--- src/rtl/dpwm_freq_controller.sv ---
// DPWM frequency controller: turns button edges into lookup-memory index steps,
// waits out the memory latency and applies the fetched period code on a PWM boundary.
module dpwm_freq_controller #(
  parameter int IDX_W       = 3,
  parameter int CODE_W      = 8,
  parameter int MEM_LAT     = 1,
  parameter int DEFAULT_IDX = 0,
  parameter int TIMEOUT_CYC = 1023
) (
  input  logic              CLK,
  input  logic              RESET,
  input  logic              btn_up,
  input  logic              btn_down,
  input  logic              period_end,
  input  logic [CODE_W-1:0] frecuencia,
  output logic [IDX_W-1:0]  num_frecuencia,
  output logic [CODE_W-1:0] periodo,
  output logic              load,
  output logic              busy,
  output logic              at_min,
  output logic              at_max
);

  localparam int LAT_W = $clog2(MEM_LAT + 2) + 1;
  localparam logic [LAT_W-1:0] LAT_DONE = LAT_W'(MEM_LAT + 1);

  localparam int TO_W = (TIMEOUT_CYC > 1) ? $clog2(TIMEOUT_CYC) + 1 : 1;
  localparam logic [TO_W-1:0] TO_LAST = TO_W'((TIMEOUT_CYC > 0) ? TIMEOUT_CYC - 1 : 0);
  localparam bit TO_EN = (TIMEOUT_CYC != 0);

  typedef enum logic [1:0] {
    IDLE     = 2'd0,
    FETCH    = 2'd1,
    WAIT_BND = 2'd2,
    APPLY    = 2'd3
  } state_t;

  state_t            state;
  logic              up_prev;
  logic              down_prev;
  logic              pend_valid;
  logic              pend_up;
  logic              startup;
  logic [LAT_W-1:0]  lat_cnt;
  logic [TO_W-1:0]   to_cnt;
  logic [CODE_W-1:0] hold;

  logic              rise_up;
  logic              rise_down;
  logic              req_valid;
  logic              req_up;
  logic              req_blocked;
  logic [IDX_W-1:0]  step_idx;
  logic              timeout_hit;

  assign at_min = (num_frecuencia == '0);
  assign at_max = (num_frecuencia == {IDX_W{1'b1}});

  assign rise_up   = btn_up & ~up_prev;
  assign rise_down = btn_down & ~down_prev;

  assign timeout_hit = TO_EN && (to_cnt == TO_LAST);

  // The stored request always wins over a live edge; saturation is judged here, at service time.
  always_comb begin
    req_valid = 1'b0;
    req_up    = 1'b0;
    if (pend_valid) begin
      req_valid = 1'b1;
      req_up    = pend_up;
    end else if (rise_up ^ rise_down) begin
      req_valid = 1'b1;
      req_up    = rise_up;
    end
    req_blocked = req_up ? at_max : at_min;
    step_idx    = req_up ? num_frecuencia + IDX_W'(1) : num_frecuencia - IDX_W'(1);
  end

  always_ff @(posedge CLK) begin
    if (RESET) begin
      state          <= FETCH;
      num_frecuencia <= IDX_W'(DEFAULT_IDX);
      periodo        <= '0;
      load           <= 1'b0;
      busy           <= 1'b1;
      pend_valid     <= 1'b0;
      pend_up        <= 1'b0;
      startup        <= 1'b1;
      lat_cnt        <= '0;
      to_cnt         <= '0;
      hold           <= '0;
      up_prev        <= 1'b1;
      down_prev      <= 1'b1;
    end else begin
      up_prev   <= btn_up;
      down_prev <= btn_down;
      load      <= 1'b0;

      // One-deep slot for requests that arrive while a change is in flight.
      if (state != IDLE) begin
        if (rise_up && rise_down) begin
          pend_valid <= 1'b0;
        end else if (rise_up || rise_down) begin
          pend_valid <= 1'b1;
          pend_up    <= rise_up;
        end
      end

      case (state)
        IDLE: begin
          pend_valid <= 1'b0;
          if (req_valid && !req_blocked) begin
            num_frecuencia <= step_idx;
            busy           <= 1'b1;
            lat_cnt        <= LAT_W'(1);
            state          <= FETCH;
          end
        end

        FETCH: begin
          if (lat_cnt == LAT_DONE) begin
            hold   <= frecuencia;
            to_cnt <= '0;
            state  <= startup ? APPLY : WAIT_BND;
          end else begin
            lat_cnt <= lat_cnt + LAT_W'(1);
          end
        end

        WAIT_BND: begin
          if (period_end || timeout_hit) begin
            state <= APPLY;
          end else begin
            to_cnt <= to_cnt + TO_W'(1);
          end
        end

        APPLY: begin
          periodo <= hold;
          load    <= 1'b1;
          busy    <= 1'b0;
          startup <= 1'b0;
          state   <= IDLE;
        end

        default: state <= IDLE;
      endcase
    end
  end

endmodule

--- config.mk ---
export PLATFORM = sky130hd
export DESIGN_NAME = dpwm_freq_controller
export DESIGN_NICKNAME = d
export VERILOG_FILES = /design/src/rtl/dpwm_freq_controller.sv
export SDC_FILE = /design/constraint.sdc
export NUM_CORES = 1
export LEC_CHECK = 0
export CORE_UTILIZATION = 45
export DETAILED_ROUTE_END_ITERATION = 12
export GPL_ROUTABILITY_DRIVEN = 0
export MAX_ROUTING_LAYER = met4
export PLACE_DENSITY_LB_ADDON = 0.08
export SETUP_SLACK_MARGIN = 0.15
export SLEW_MARGIN = 40
export SYNTH_ARGS = -nofsm -noshare
export SYNTH_HDL_FRONTEND = slang
export SYNTH_SLANG_ARGS = --single-unit
--- constraint.sdc ---
create_clock -name CLK -period 5.59 [get_ports CLK]
set_clock_uncertainty 0.05 [all_clocks]
set_input_delay 0.559 -clock CLK [delete_from_list [all_inputs] [get_ports CLK]]
set_output_delay 0.559 -clock CLK [all_outputs]
set_load 0.005 [all_outputs]
After elaboration in Yosys (flattened, before gate mapping)
Cells that the tools add are included.
{"block": "word_totals", "register_bits": 42, "latchBits": 0, "mem_bits_rw": 0, "rom_bits": 0, "inputBits": 13, "out_inout_bits": 15, "elab_cells": 77, "mem_count": 0}
{"block": "classes", "addsub": 4, "multipliers": 0, "div_mod_pow": 0, "magnitude_cmp": 0, "n_eq_ne": 11, "shift": 0, "mux": 22, "bitwise_logic": 6, "n_reduce_logical": 21}
{"op": "$mux 11", "n": 2}
{"op": "$pmux 11 s2", "n": 1}
{"op": "$reduce_and 3->1", "n": 4}
{"op": "$add 11x1->11 const B", "n": 1}
{"op": "$eq 11x10->1 const B", "n": 1}
{"op": "$mux 1", "n": 10}
{"op": "$ne 2x2->1 const B", "n": 5}
{"op": "$reduce_bool 2->1", "n": 5}
{"op": "$mux 3", "n": 3}
{"op": "$pmux 2 s4", "n": 1}
{"op": "$reduce_and 2->1", "n": 4}
{"op": "$add 3x1->3 const B", "n": 2}
{"op": "$mux 2", "n": 3}
{"op": "$pmux 3 s2", "n": 1}
{"op": "$eq 2x2->1 const B", "n": 2}
{"op": "$eq 3x2->1 const B", "n": 1}
{"op": "$eq 3x3->1 const B", "n": 1}
{"op": "$logic_not 3->1", "n": 1}
{"op": "$not 1->1", "n": 3}
{"op": "$sub 3x1->3 const B", "n": 1}
{"op": "$and 1x1->1", "n": 2}
{"op": "$eq 2x1->1 const B", "n": 1}
{"op": "$logic_and 1x1->1", "n": 2}
{"op": "$logic_not 2->1", "n": 1}
{"op": "other kinds (5)", "n": 6}

Longest topological paths before layout
Gate-level depths: netlist of run 1.
{"block": "depth", "word_depth": 10, "mapped_depth": 9, "depth_no_buf": 9}

Worst setup path before layout of run 1
No wires, ideal clock.
{"block": "synth_timing", "path_type": "input -> register", "from": "input port btn_up", "to": "register state[0]", "setup_time_ns": 0.122, "arrival_time_ns": 2.137, "t_required_ns": 5.418, "setup_slack_ns": 3.281, "stages": 8, "n_path_buf": 0, "cell_sequence": "nand2b_1 -> inv_1 -> ha_1 -> mux2_4 -> mux2_4 -> o21ai_4 -> a31oi_1 -> a311o_1"}
{"block": "synth_via", "elab_chain_len": 9, "word_cells_on_any_way": 11, "cone_classes": "eq/ne (1); mux (5); bitwise (2); reduce/logical (3)"}
{"element": "start: declaration", "line_no": "12", "rtl": "input logic btn_up,"}
{"element": "$and 1x1->1 (*)", "line_no": "59", "rtl": "assign rise_up = btn_up & ~up_prev;"}
{"element": "via rise_up", "line_no": "48", "rtl": "logic rise_up;"}
{"element": "$xor 1x1->1", "line_no": "71", "rtl": "end else if (rise_up ^ rise_down) begin"}
{"element": "$mux 1", "line_no": "71"}
{"element": "$mux 1", "line_no": "68", "rtl": "if (pend_valid) begin"}
{"element": "$mux 1", "line_no": "75", "rtl": "req_blocked = req_up ? at_max : at_min;"}
{"element": "$logic_not 1->1", "line_no": "112", "rtl": "if (req_valid && !req_blocked) begin"}
{"element": "$logic_and 1x1->1 (*)", "line_no": "112"}
{"element": "$ne 2x2->1 (no line) (*)"}
{"element": "$reduce_and 3->1 (no line) (*)"}
{"element": "end signal: assignment", "line_no": "124", "rtl": "state <= startup ? APPLY : WAIT_BND;"}
{"element": "end: declaration", "line_no": "38", "rtl": "state_t state;"}
Mark *: on every way through the listed nets, which the timed path passes. The rest lies on a longest branch.
A chain may end at the register's enable or synchronous reset.

Final worst setup path of run 1
Ends and elaborated chain as after synthesis.

==> summary.md, run 1 <==
| Metric | Value |
|---|---|
| CP startpoint kind | `primary input` |
| Synth Instances | `238` |
| Most used cell, CP | `mux2_4` |
| Die X | `68.97 µm` |
| Vias in the first global route | `1,467` |
| Maximum vdd drop | `0.1843 mV` |
| Cells taking the most area after synthesis | `dfxtp_1 42%, ha_1 7.4%, a21oi_1 5.0%` |
| Vias post-DR | `1,676` |
| Final Setup Violations | `0` |
| Remaining antenna violation count | `0` |
| Crit path capture type | `flip-flop` |
| Placed Cells | `307` |
| Slew Limit Headroom | `52.58%` |
| Final Routed Wirelength | `4001 µm` |
| Clk sink count | `42` |
| Initial drt markers | `72` |
| CTS resizes | `0` |
| Final core utilization | `58.30%` |
| Num CTS Buffers | `5` |
| Core area | `4144 µm²` |
| Leading area contributor after synthesis | `dfxtp_1` |
| Pwr Total | `0.8708 mW` |
| Commonest non-fill, non-tap cells in the layout | `42 x dfxtp_1, 27 x clkdlybuf4s50_1, 25 x nor2_1, 24 x nand2_1, 20 x a21oi_1` |
| ANT cells | `0` |
| RSZ-0062 raised after global routing | `false` |
| CP Class | `primary input to flip-flop` |
| Number of flops mapped to enable cells by yosys | `0` |
| Seq/Total Area, Yosys | `41.66%` |
| Port Buffers | `27` |
| Initial antenna violation count | `0` |
| Share of cells above drive strength 1 | `6.415%` |
| Tightest Pin Transition | `703.8 ps` |
| Synthesized net count | `264` |
| Chip height | `68.97 µm` |
| Final Hold Viols | `0` |
| Tot GR Track Use | `19.51%` |
| Synth-to-layout area growth | `19.71%` |
| Comb power frac | `36.5%` |
| Synth async-reset ratio | `0%` |
| Critical path arrival | `2700 ps` |
| Achievable Freq | `389.4 MHz` |
| Slew Viols, Final | `0` |
| CTS HTree Levels | `2` |
| Starting Density | `48.70%` |
| Critical Path Fanout Max | `9` |
| Pin count of the biggest net entering global routing | `44` |
| Type of the worst min-delay path | `flip-flop to flip-flop` |
| Crit path cell chain | `clkdlybuf4s50_1, nand2b_1, inv_1, ha_1, mux2_4, mux2_4, o21ai_4, a31oi_1, a311o_1` |
| Most common cell after layout, fill and taps aside | `dfxtp_1` |
| Status | `finished, final reports clean` |
| Dpl hpwl | `2684 µm` |
| Netlist cell types | `38` |
| Critical path's largest stage delay | `420 ps` |
| Synth top area share | `41.66%` |
| Pwr Density | `360.4 nW/µm²` |
| Die area | `4757 µm²` |
| DR DRC count | `0` |
| Clock power frac | `23.3%` |
| Global route overflow | `0` |
| CTS tree | `built` |
| P_int | `0.5543 mW` |
| Root buffer cell | `clkbuf_8` |
| DR WL/cell | `12.70 µm` |
| # nets final | `290` |
| Ys Warns | `0` |
| Mapped Area | `2018 µm²` |
| Switching pwr | `0.3165 mW` |
| Seq cells post-synth | `42` |
| First-pass GRT wire length | `6610 µm` |
| Fin cells | `315` |
| FP Rows | `23` |
| Clk pin slew, worst setup/hold paths | `80 ps` |
| Post-CTS Setup Repair Bufs | `0` |
| Leak Pwr | `0.9024 nW` |
| Setup TNS | `0 ps` |
| Number of max-cap violations | `0` |
| IO Pins | `28` |
| Fin crit period | `2568 ps` |
| Pre-Repair DR Iteration Count | `4` |
| Critical Path Slowest Stage Cell | `clkdlybuf4s50_1` |
| Clock Latency Late Sink | `290 ps` |
| Worst endpoint required time | `5730 ps` |
| Hold Buf Count CTS | `0` |
| Seq pwr share | `40.2%` |
| Vias per inst | `5.321` |
| CTS Buffer Depth | `2` |
| Primary flip-flop cell chosen by synthesis mapping | `dfxtp_1` |
| Sw frac | `36.35%` |
| Syn avg cell area | `8.480 µm²` |
| Period utilization | `45.94%` |
[stage by stage]
stage	cell area (µm²)	setup slack [ps]	hold slack, ps
after floorplan	2018	3281	376.4
after global placement	2325	2759	395.1
after detailed placement	2325	2720	397.4
after CTS	2416	3030	409.8
after global routing	2416	2928	427.9
final	2416	3022	407.5
[sequential cells by signal, indices dropped and copies added, names as in the netlist]
register / cells
num_frecuencia: 3
state: 2
load: 1
up_prev: 1
down_prev: 1
pend_up: 1
lat_cnt: 3
startup: 1
hold: 8
to_cnt: 11
periodo: 8
pend_valid: 1
busy: 1
[power groups by stage]
stage / combinational, mW / clock (mW) / sequential [mW]
6_report: 0.318 / 0.203 / 0.350
2_1_floorplan: 0.237 / 0 / 0.353
3_3_place_gp: 0.316 / 0 / 0.356
5_1_grt: 0.356 / 0.220 / 0.354
3_5_place_dp: 0.321 / 0 / 0.357
4_1_cts: 0.322 / 0.209 / 0.350
[area by class of cell]
| type | count | area, µm² |
|---|---|---|
| clock buffers | 7 | 86.33 |
| well taps | 50 | 62.56 |
| clock inverters | 1 | 5.005 |
| multi-input cells | 172 | 1084 |
| flip-flops and latches | 42 | 840.8 |
| inverters | 14 | 52.55 |
| fillers | 403 | 1728 |
| repair buffers | 29 | 285.3 |
[cell families after synthesis]
kind of cell,Yosys count,synth area share (%)
and+or+nand+nor,91,20.96
AOI/OAI and AO/OA,54,17.05
DFF,42,41.66
buffers and inverters,24,4.650
adders and majority gates,13,8.431
muxes,11,5.952
xor gates and xnor gates,3,1.302
[layer usage]
layer	wire length (µm)	vias to the layer above	global-route usage, %
met2	1792	25	29.49
met4	57	0	8.418
met1	2014	764	24.42
met3	136	6	5.099
met5	0	-	-
li1	-	881	-
[synth_stat cells (all sizes together) (2+ instances only)]
master and n:
xnor2 3, mux2 2, o21ai 10, and3 3, dfxtp 42, or2 3, a311oi 3, inv 14
a211oi 3, clkbuf 8, buf 2, a21o 4, a31oi 8, a21oi 20, ha 12, nor3 8
nand2b 3, nand3 15, nor2 25, mux2i 9, nand2 24, nor2b 4
[worst max-delay path, delay by kind of cell]
kind	cells	cell delay, ps
AOI/OAI and AO/OA	3	680
muxes	2	640
buffers and inverters	2	510
and+or+nand+nor	1	120
adders and majority gates	1	200
[path summary, 6_finish.rpt]
kind / startpoint / to / slack [ps] / cells past startpoint
worst max-delay path: btn_up / state[0] / 3020 / 9
worst min register to register: hold[6] / hold[6] / 410 / 2
worst min-delay path: hold[6] / hold[6] / 410 / 2
worst max register to register: state[1] / to_cnt[7] / 3180 / 7
No activity file was read; power rests on OpenSTA's default activity.
==> inputs of run 2 (changes only) <==
==> constraint.sdc (replaced) <==
create_clock -name CLK -period 2.5 [get_ports CLK]
set_clock_uncertainty 0.05 [all_clocks]
set_input_delay 0.25 -clock CLK [delete_from_list [all_inputs] [get_ports CLK]]
set_output_delay 0.25 -clock CLK [all_outputs]
set_load 0.005 [all_outputs]
==> summary.md, run 2 (synthesized netlist as in run 1, its figures left out) <==
| Metric | Value |
|---|---|
| Status | `finished, final reports clean (unchanged)` |
| R2R depth | `9 (was 7)` |
| Critical path's largest stage delay | `410 ps (was 420 ps)` |
| Worst endpoint required time | `2640 ps (was 5730 ps)` |
| RSZ-0062 raised after global routing | `false (unchanged)` |
| Remaining antenna violation count | `0 (unchanged)` |
| Finished Cell Area | `2457 µm² (was 2416 µm²)` |
| Achievable Freq | `463.0 MHz` |
| Pwr Density | `805.5 nW/µm² (was 360.4 nW/µm²)` |
| Period utilization | `86.39%` |
| Vias in the first global route | `1,509 (was 1,467)` |
| Number of flip-flops in the largest register | `11 (unchanged)` |
| Slew Limit Headroom | `60.44% (was 52.58%)` |
| First-pass GRT wire length | `6499 µm (was 6610 µm)` |
| Dpl hpwl | `2743 µm (was 2684 µm)` |
| Clk sink count | `42 (unchanged)` |
| Pin count of the biggest net entering global routing | `44 (unchanged)` |
| IO Pins | `28 (unchanged)` |
| DR WL/cell | `12.45 µm (was 12.70 µm)` |
| Initial drt markers | `65 (was 72)` |
| M1 WL | `1978 µm (was 2014 µm)` |
| Global route overflow | `0 (unchanged)` |
| Filler cell count | `402 (was 403)` |
| ANT cells | `0 (unchanged)` |
| # nets final | `295 (was 290)` |
| Number of max-cap violations | `0 (unchanged)` |
| Top Registers | `to_cnt: 11 flops, hold: 8 flops, periodo: 8 flops (unchanged)` |
| Final Hold Viols | `0 (unchanged)` |
| Pre-Repair DR Iteration Count | `4 (unchanged)` |
| Type of the worst min-delay path | `flip-flop to flip-flop (unchanged)` |
| CP startpoint kind | `primary input (unchanged)` |
| Tightest Pin Transition | `593.3 ps (was 703.8 ps)` |
| Critical Path Fanout Max | `3 (was 9)` |
| CTS resizes | `0 (unchanged)` |
| Die X | `68.97 µm (unchanged)` |
| Post-CTS Setup Repair Bufs | `0 (unchanged)` |
| Final Setup Violations | `0 (unchanged)` |
| Leak Pwr | `0.9238 nW (was 0.9024 nW)` |
| FP Rows | `23 (unchanged)` |
| Most used cell, CP | `xnor2_1 (was mux2_4)` |
| CTS HTree Levels | `2 (unchanged)` |
| Fin crit period | `2160 ps` |
| Synth-to-layout area growth | `21.76% (was 19.71%)` |
| Slew Viols, Final | `0 (unchanged)` |
| Starting Density | `48.70% (unchanged)` |
| Highest routed layer | `met4 (unchanged)` |
| Chip height | `68.97 µm (unchanged)` |
| CP Class | `primary input to flip-flop (unchanged)` |
| DR WL met3 | `109 µm (was 136 µm)` |
| Core area | `4144 µm² (unchanged)` |
| Initial antenna violation count | `0 (unchanged)` |
| Seq. cell area | `840.8 µm² (unchanged)` |
| Commonest non-fill, non-tap cells in the layout | `42 x dfxtp_1, 27 x clkdlybuf4s50_1, 25 x nor2_1, 24 x nand2_1, 20 x a21oi_1 (unchanged)` |
| Die area | `4757 µm² (unchanged)` |
| Critical Path Slowest Stage Cell | `clkdlybuf4s50_1 (unchanged)` |
| DR DRC count | `0 (unchanged)` |
| Final Routed Wirelength | `3984 µm (was 4001 µm)` |
| Crit path cell chain | `clkdlybuf4s50_1, nand2b_1, inv_1, ha_1, mux2_4, fa_1, xnor2_1, nor3_1, xnor2_1, nor2_1 (was clkdlybuf4s50_1, nand2b_1, inv_1, ha_1, mux2_4, mux2_4, o21ai_4, a31oi_1, a311o_1)` |
| Top reg by flops | `to_cnt (unchanged)` |
| Clk pin slew, worst setup/hold paths | `90 ps (was 80 ps)` |
| Crit path capture type | `flip-flop (unchanged)` |
| Tot GR Track Use | `19.07% (was 19.51%)` |
| Vias post-DR | `1,684 (was 1,676)` |
| CTS Buffer Depth | `2 (unchanged)` |
| Most common cell after layout, fill and taps aside | `dfxtp_1 (unchanged)` |
| CTS tree | `built (unchanged)` |
| WL met2 | `1857 µm (was 1792 µm)` |
| Multi-input logic area | `1084 µm² (unchanged)` |
| Root buffer cell | `clkbuf_8 (unchanged)` |
| Share of cells above drive strength 1 | `8.519% (was 6.415%)` |
| Critical path arrival | `2290 ps (was 2700 ps)` |
| Vias per inst | `5.263 (was 5.321)` |
| Worst Hold Depth | `2 (unchanged)` |
| Num CTS Buffers | `5 (unchanged)` |
| Port Buffers | `27 (unchanged)` |
| Setup TNS | `0 ps (unchanged)` |
| Maximum vdd drop | `0.4785 mV (was 0.1843 mV)` |
| Placement Cell Area | `2362 µm² (was 2325 µm²)` |
| Clock Latency Late Sink | `300 ps (was 290 ps)` |
| Hold Buf Count CTS | `0 (unchanged)` |
[run 2: path summary, 6_finish.rpt]
kind | start | end | slack [ps]
max | btn_up | num_frecuencia[2] | 340
min | hold[7] | hold[7] | 410
max reg2reg | up_prev | num_frecuencia[2] | 370
min reg2reg | hold[7] | hold[7] | 410
[run 2: layer usage]
layer  up-vias  GRT usage (%)
met2        23          30.95
met4         0          6.122
met3         4          4.441
li1        889              -
met1       768          23.27
met5         -              -
[run 2: final cells by class]
type,count,share of cell area [%]
multi-input combinational,172,44.09
sequential,42,34.22
timing repair buffer,34,13.14
clock buffer,6,3.360
tap,50,2.546
inverter,14,2.138
clock inverter,2,0.5092
[run 2: where the power goes]
group	total (mW)	switching [mW]	leakage (nW)	internal, mW
sequential	0.782	0.0421	0.341	0.740
clock	0.460	0.238	0.0472	0.222
combinational	0.737	0.438	0.536	0.299
total	1.98	0.718	0.924	1.26
[run 2: through the flow]
stage	std cells	setup WS (ps)	utilization, %	hold slack, ps	power, mW
6_report	320	340.3	59.30	410.2	1.979
5_1_grt	320	216.1	59.30	431.6	2.113
4_1_cts	320	331.5	59.30	412.2	1.999
3_5_place_dp	312	14.33	57.00	394.4	1.538
3_3_place_gp	312	84.85	57.00	393.3	1.537
2_1_floorplan	238	433.4	-	303.8	1.320
[run 2: worst max-delay path: cells and delay by family]
| family | cells | cell delay, ps |
|---|---|---|
| xor gates and xnor gates | 2 | 290 |
| adders and majority gates | 2 | 580 |
| buffers and inverters | 2 | 500 |
| muxes | 1 | 300 |
| and+or+nand+nor | 3 | 370 |
==> inputs of run 3 (changes only) <==
--- a/config.mk
+++ b/config.mk
@@ -7,6 +7,7 @@
 export LEC_CHECK = 0
 export CORE_UTILIZATION = 45
 export DETAILED_ROUTE_END_ITERATION = 12
+export DONT_BUFFER_PORTS = 1
 export GPL_ROUTABILITY_DRIVEN = 0
 export MAX_ROUTING_LAYER = met4
 export PLACE_DENSITY_LB_ADDON = 0.08
==> summary.md, run 3 (synthesized netlist as in run 1, its figures left out) <==
| Metric | Value |
|---|---|
| Clock Latency Late Sink | `290 ps (was 300 ps)` |
| Busiest metal layer after global routing | `met2 (unchanged)` |
| ANT cells | `0 (unchanged)` |
| Core area | `4144 µm² (unchanged)` |
| DR WL/cell | `14.30 µm (was 12.45 µm)` |
| Num CTS Buffers | `5 (unchanged)` |
| Type of the worst min-delay path | `primary input to flip-flop (was flip-flop to flip-flop)` |
| Commonest non-fill, non-tap cells in the layout | `42 x dfxtp_1, 25 x nor2_1, 24 x nand2_1, 20 x a21oi_1, 15 x nand3_1 (was 42 x dfxtp_1, 27 x clkdlybuf4s50_1, 25 x nor2_1, 24 x nand2_1, 20 x a21oi_1)` |
| Share of cells above drive strength 1 | `9.639% (was 8.519%)` |
| Period utilization | `88.05% (was 86.39%)` |
| Vias in the first global route | `1,464 (was 1,509)` |
| Met2 usage | `29.61% (was 30.95%)` |
| Slew Limit Headroom | `59.86% (was 60.44%)` |
| FF-to-FF Start | `up_prev (unchanged)` |
| Vias per inst | `5.522 (was 5.263)` |
| Remaining antenna violation count | `0 (unchanged)` |
| Die area | `4757 µm² (unchanged)` |
| Clk pin slew, worst setup/hold paths | `80 ps (was 90 ps)` |
| Final Setup Violations | `0 (unchanged)` |
| FP Rows | `23 (unchanged)` |
| CTS HTree Levels | `2 (unchanged)` |
| Number of flip-flops in the largest register | `11 (unchanged)` |
| CP Class | `flip-flop to flip-flop (was primary input to flip-flop)` |
| Min-Delay Startpoint | `RESET (was hold[7])` |
| Tot GR Track Use | `19.32% (was 19.07%)` |
| Maximum vdd drop | `0.3643 mV (was 0.4785 mV)` |
| Critical path arrival | `2340 ps (was 2290 ps)` |
| Final core utilization | `54.20% (was 59.30%)` |
| Sw frac | `37.35% (was 36.28%)` |
| Pin count of the biggest net entering global routing | `39 (was 44)` |
| Top Registers | `to_cnt: 11 flops, hold: 8 flops, periodo: 8 flops (unchanged)` |
| Switching pwr | `0.7334 mW (was 0.7181 mW)` |
| CTS resizes | `0 (unchanged)` |
| IO Pins | `28 (unchanged)` |
| Met3 Usage GRT | `5.757% (was 4.441%)` |
| Port Buffers | `0 (was 27)` |
| Pre-Repair DR Iteration Count | `4 (unchanged)` |
| Most used cell, CP | `mux2_4 (was xnor2_1)` |
| Global route overflow | `0 (unchanged)` |
| Worst setup path startpoint | `up_prev (was btn_up)` |
| Synth-to-layout area growth | `11.28% (was 21.76%)` |
| Achievable Freq | `454.3 MHz (was 463.0 MHz)` |
| # nets final | `274 (was 295)` |
| DR DRC count | `0 (unchanged)` |
| Clock power frac | `21.9% (was 23.3%)` |
| Seq pwr share | `40.0% (was 39.5%)` |
| Slew Viols, Final | `0 (unchanged)` |
| Pwr Density | `874.2 nW/µm² (was 805.5 nW/µm²)` |
| CTS tree | `built (unchanged)` |
| Setup TNS | `0 ps (unchanged)` |
| P_int | `1.230 mW (was 1.261 mW)` |
| Filler cell count | `403 (was 402)` |
| Buf/Inv on CP | `1 (was 2)` |
| First-pass GRT wire length | `6451 µm (was 6499 µm)` |
| Critical path's largest stage delay | `350 ps (was 410 ps)` |
| CP startpoint kind | `flip-flop (was primary input)` |
| Met1 usage | `23.35% (was 23.27%)` |
| Final Routed Wirelength | `4275 µm (was 3984 µm)` |
| Initial antenna violation count | `0 (unchanged)` |
| Status | `finished, final reports clean (unchanged)` |
| Worst endpoint required time | `2640 ps (about the same)` |
| Seq. cell area | `840.8 µm² (unchanged)` |
| Die X | `68.97 µm (unchanged)` |
| Critical Path Fanout Max | `5 (was 3)` |
| Number of max-cap violations | `0 (unchanged)` |
| Most common cell after layout, fill and taps aside | `dfxtp_1 (unchanged)` |
| Pwr Total | `1.963 mW (was 1.979 mW)` |
| RSZ-0062 raised after global routing | `false (unchanged)` |
| CTS Buffer Depth | `2 (unchanged)` |
| Comb power frac | `38.1% (was 37.2%)` |
| Leak Pwr | `0.8489 nW (was 0.9238 nW)` |
| Crit path cell chain | `nand2b_1, inv_1, ha_1, mux2_4, mux2_4, o21ai_4, a31oi_1, a311o_1 (was clkdlybuf4s50_1, nand2b_1, inv_1, ha_1, mux2_4, fa_1, xnor2_1, nor3_1, xnor2_1, nor2_1)` |
| Clk sink count | `42 (unchanged)` |
| Crit path capture type | `flip-flop (unchanged)` |
| Critical Path Slowest Stage Cell | `mux2_4 (was clkdlybuf4s50_1)` |
| Final Hold Viols | `0 (unchanged)` |
| Multi-input logic area | `1084 µm² (unchanged)` |
| Vias post-DR | `1,651 (was 1,684)` |
| Tightest Pin Transition | `602.1 ps (was 593.3 ps)` |
| Dpl hpwl | `2872 µm (was 2743 µm)` |
| Top reg by flops | `to_cnt (unchanged)` |
| Initial drt markers | `119 (was 65)` |
| Root buffer cell | `clkbuf_8 (unchanged)` |
| Fin crit period | `2201 ps (was 2160 ps)` |
| Delay-heaviest family, CP | `multiplexers (was adder cells)` |
| Chip height | `68.97 µm (unchanged)` |
| Starting Density | `48.70% (unchanged)` |
| Worst hold slack | `10.63 ps (was 410.2 ps)` |
## run 3: changes by cell type in the layout (fill, tap and decap cells not counted), sizes merged
cell	before	now
dlygate4sd3	0	4
clkinvlp	1	0
buf	7	9
clkdlybuf4s50	27	0
clkinv	1	2
## run 3: metal layers
layer | up-vias | wire length [µm] | part of all wire [%]
li1 | 843 | - | -
met1 | 762 | 2036 | 48
met2 | 38 | 1981 | 46
met3 | 8 | 177 | 4.1
met4 | 0 | 79 | 1.8
met5 | - | 0 | 0
## run 3: area by class of cell
cell class,instances,area share (%)
Multi-Input combinational cell,172,48.25
Sequential cell,42,37.44
Clock buffer,6,3.231
Inverter,14,2.340
Clock inverter,2,0.6128
Tap cell,50,2.786
Timing Repair Buffer,13,5.348
## run 3: per-stage QoR
stage / std cells / area (µm²) / worst slack [ps]
2_1_floorplan: 238 / 2018 / 433.4
3_3_place_gp: 282 / 2069 / 354.9
3_5_place_dp: 282 / 2069 / 258.8
4_1_cts: 291 / 2176 / 240.9
5_1_grt: 299 / 2246 / 206.6
6_report: 299 / 2246 / 298.8
## run 3: power groups by stage
stage | registers (mW) | clock network, mW | logic [mW]
finish | 0.785 | 0.429 | 0.748
global route | 0.795 | 0.466 | 0.842
CTS | 0.786 | 0.440 | 0.703
detailed placement | 0.801 | 0 | 0.688
global placement | 0.798 | 0 | 0.666
floorplan | 0.790 | 0 | 0.531
## run 3: timing repair
item                                    in CTS  in global routing
endpoints found under the setup margin       0                  1
setup buffers                                0                  4
endpoints found under the hold margin       38                  2
hold buffers                                 1                  4
## run 3: path summary, 6_finish.rpt
kind	endpoint	slack (ps)	cells after the start
max reg2reg	state[0]	300	8
min	state[0]	10	1
max	state[0]	300	8
min reg2reg	hold[1]	410	2
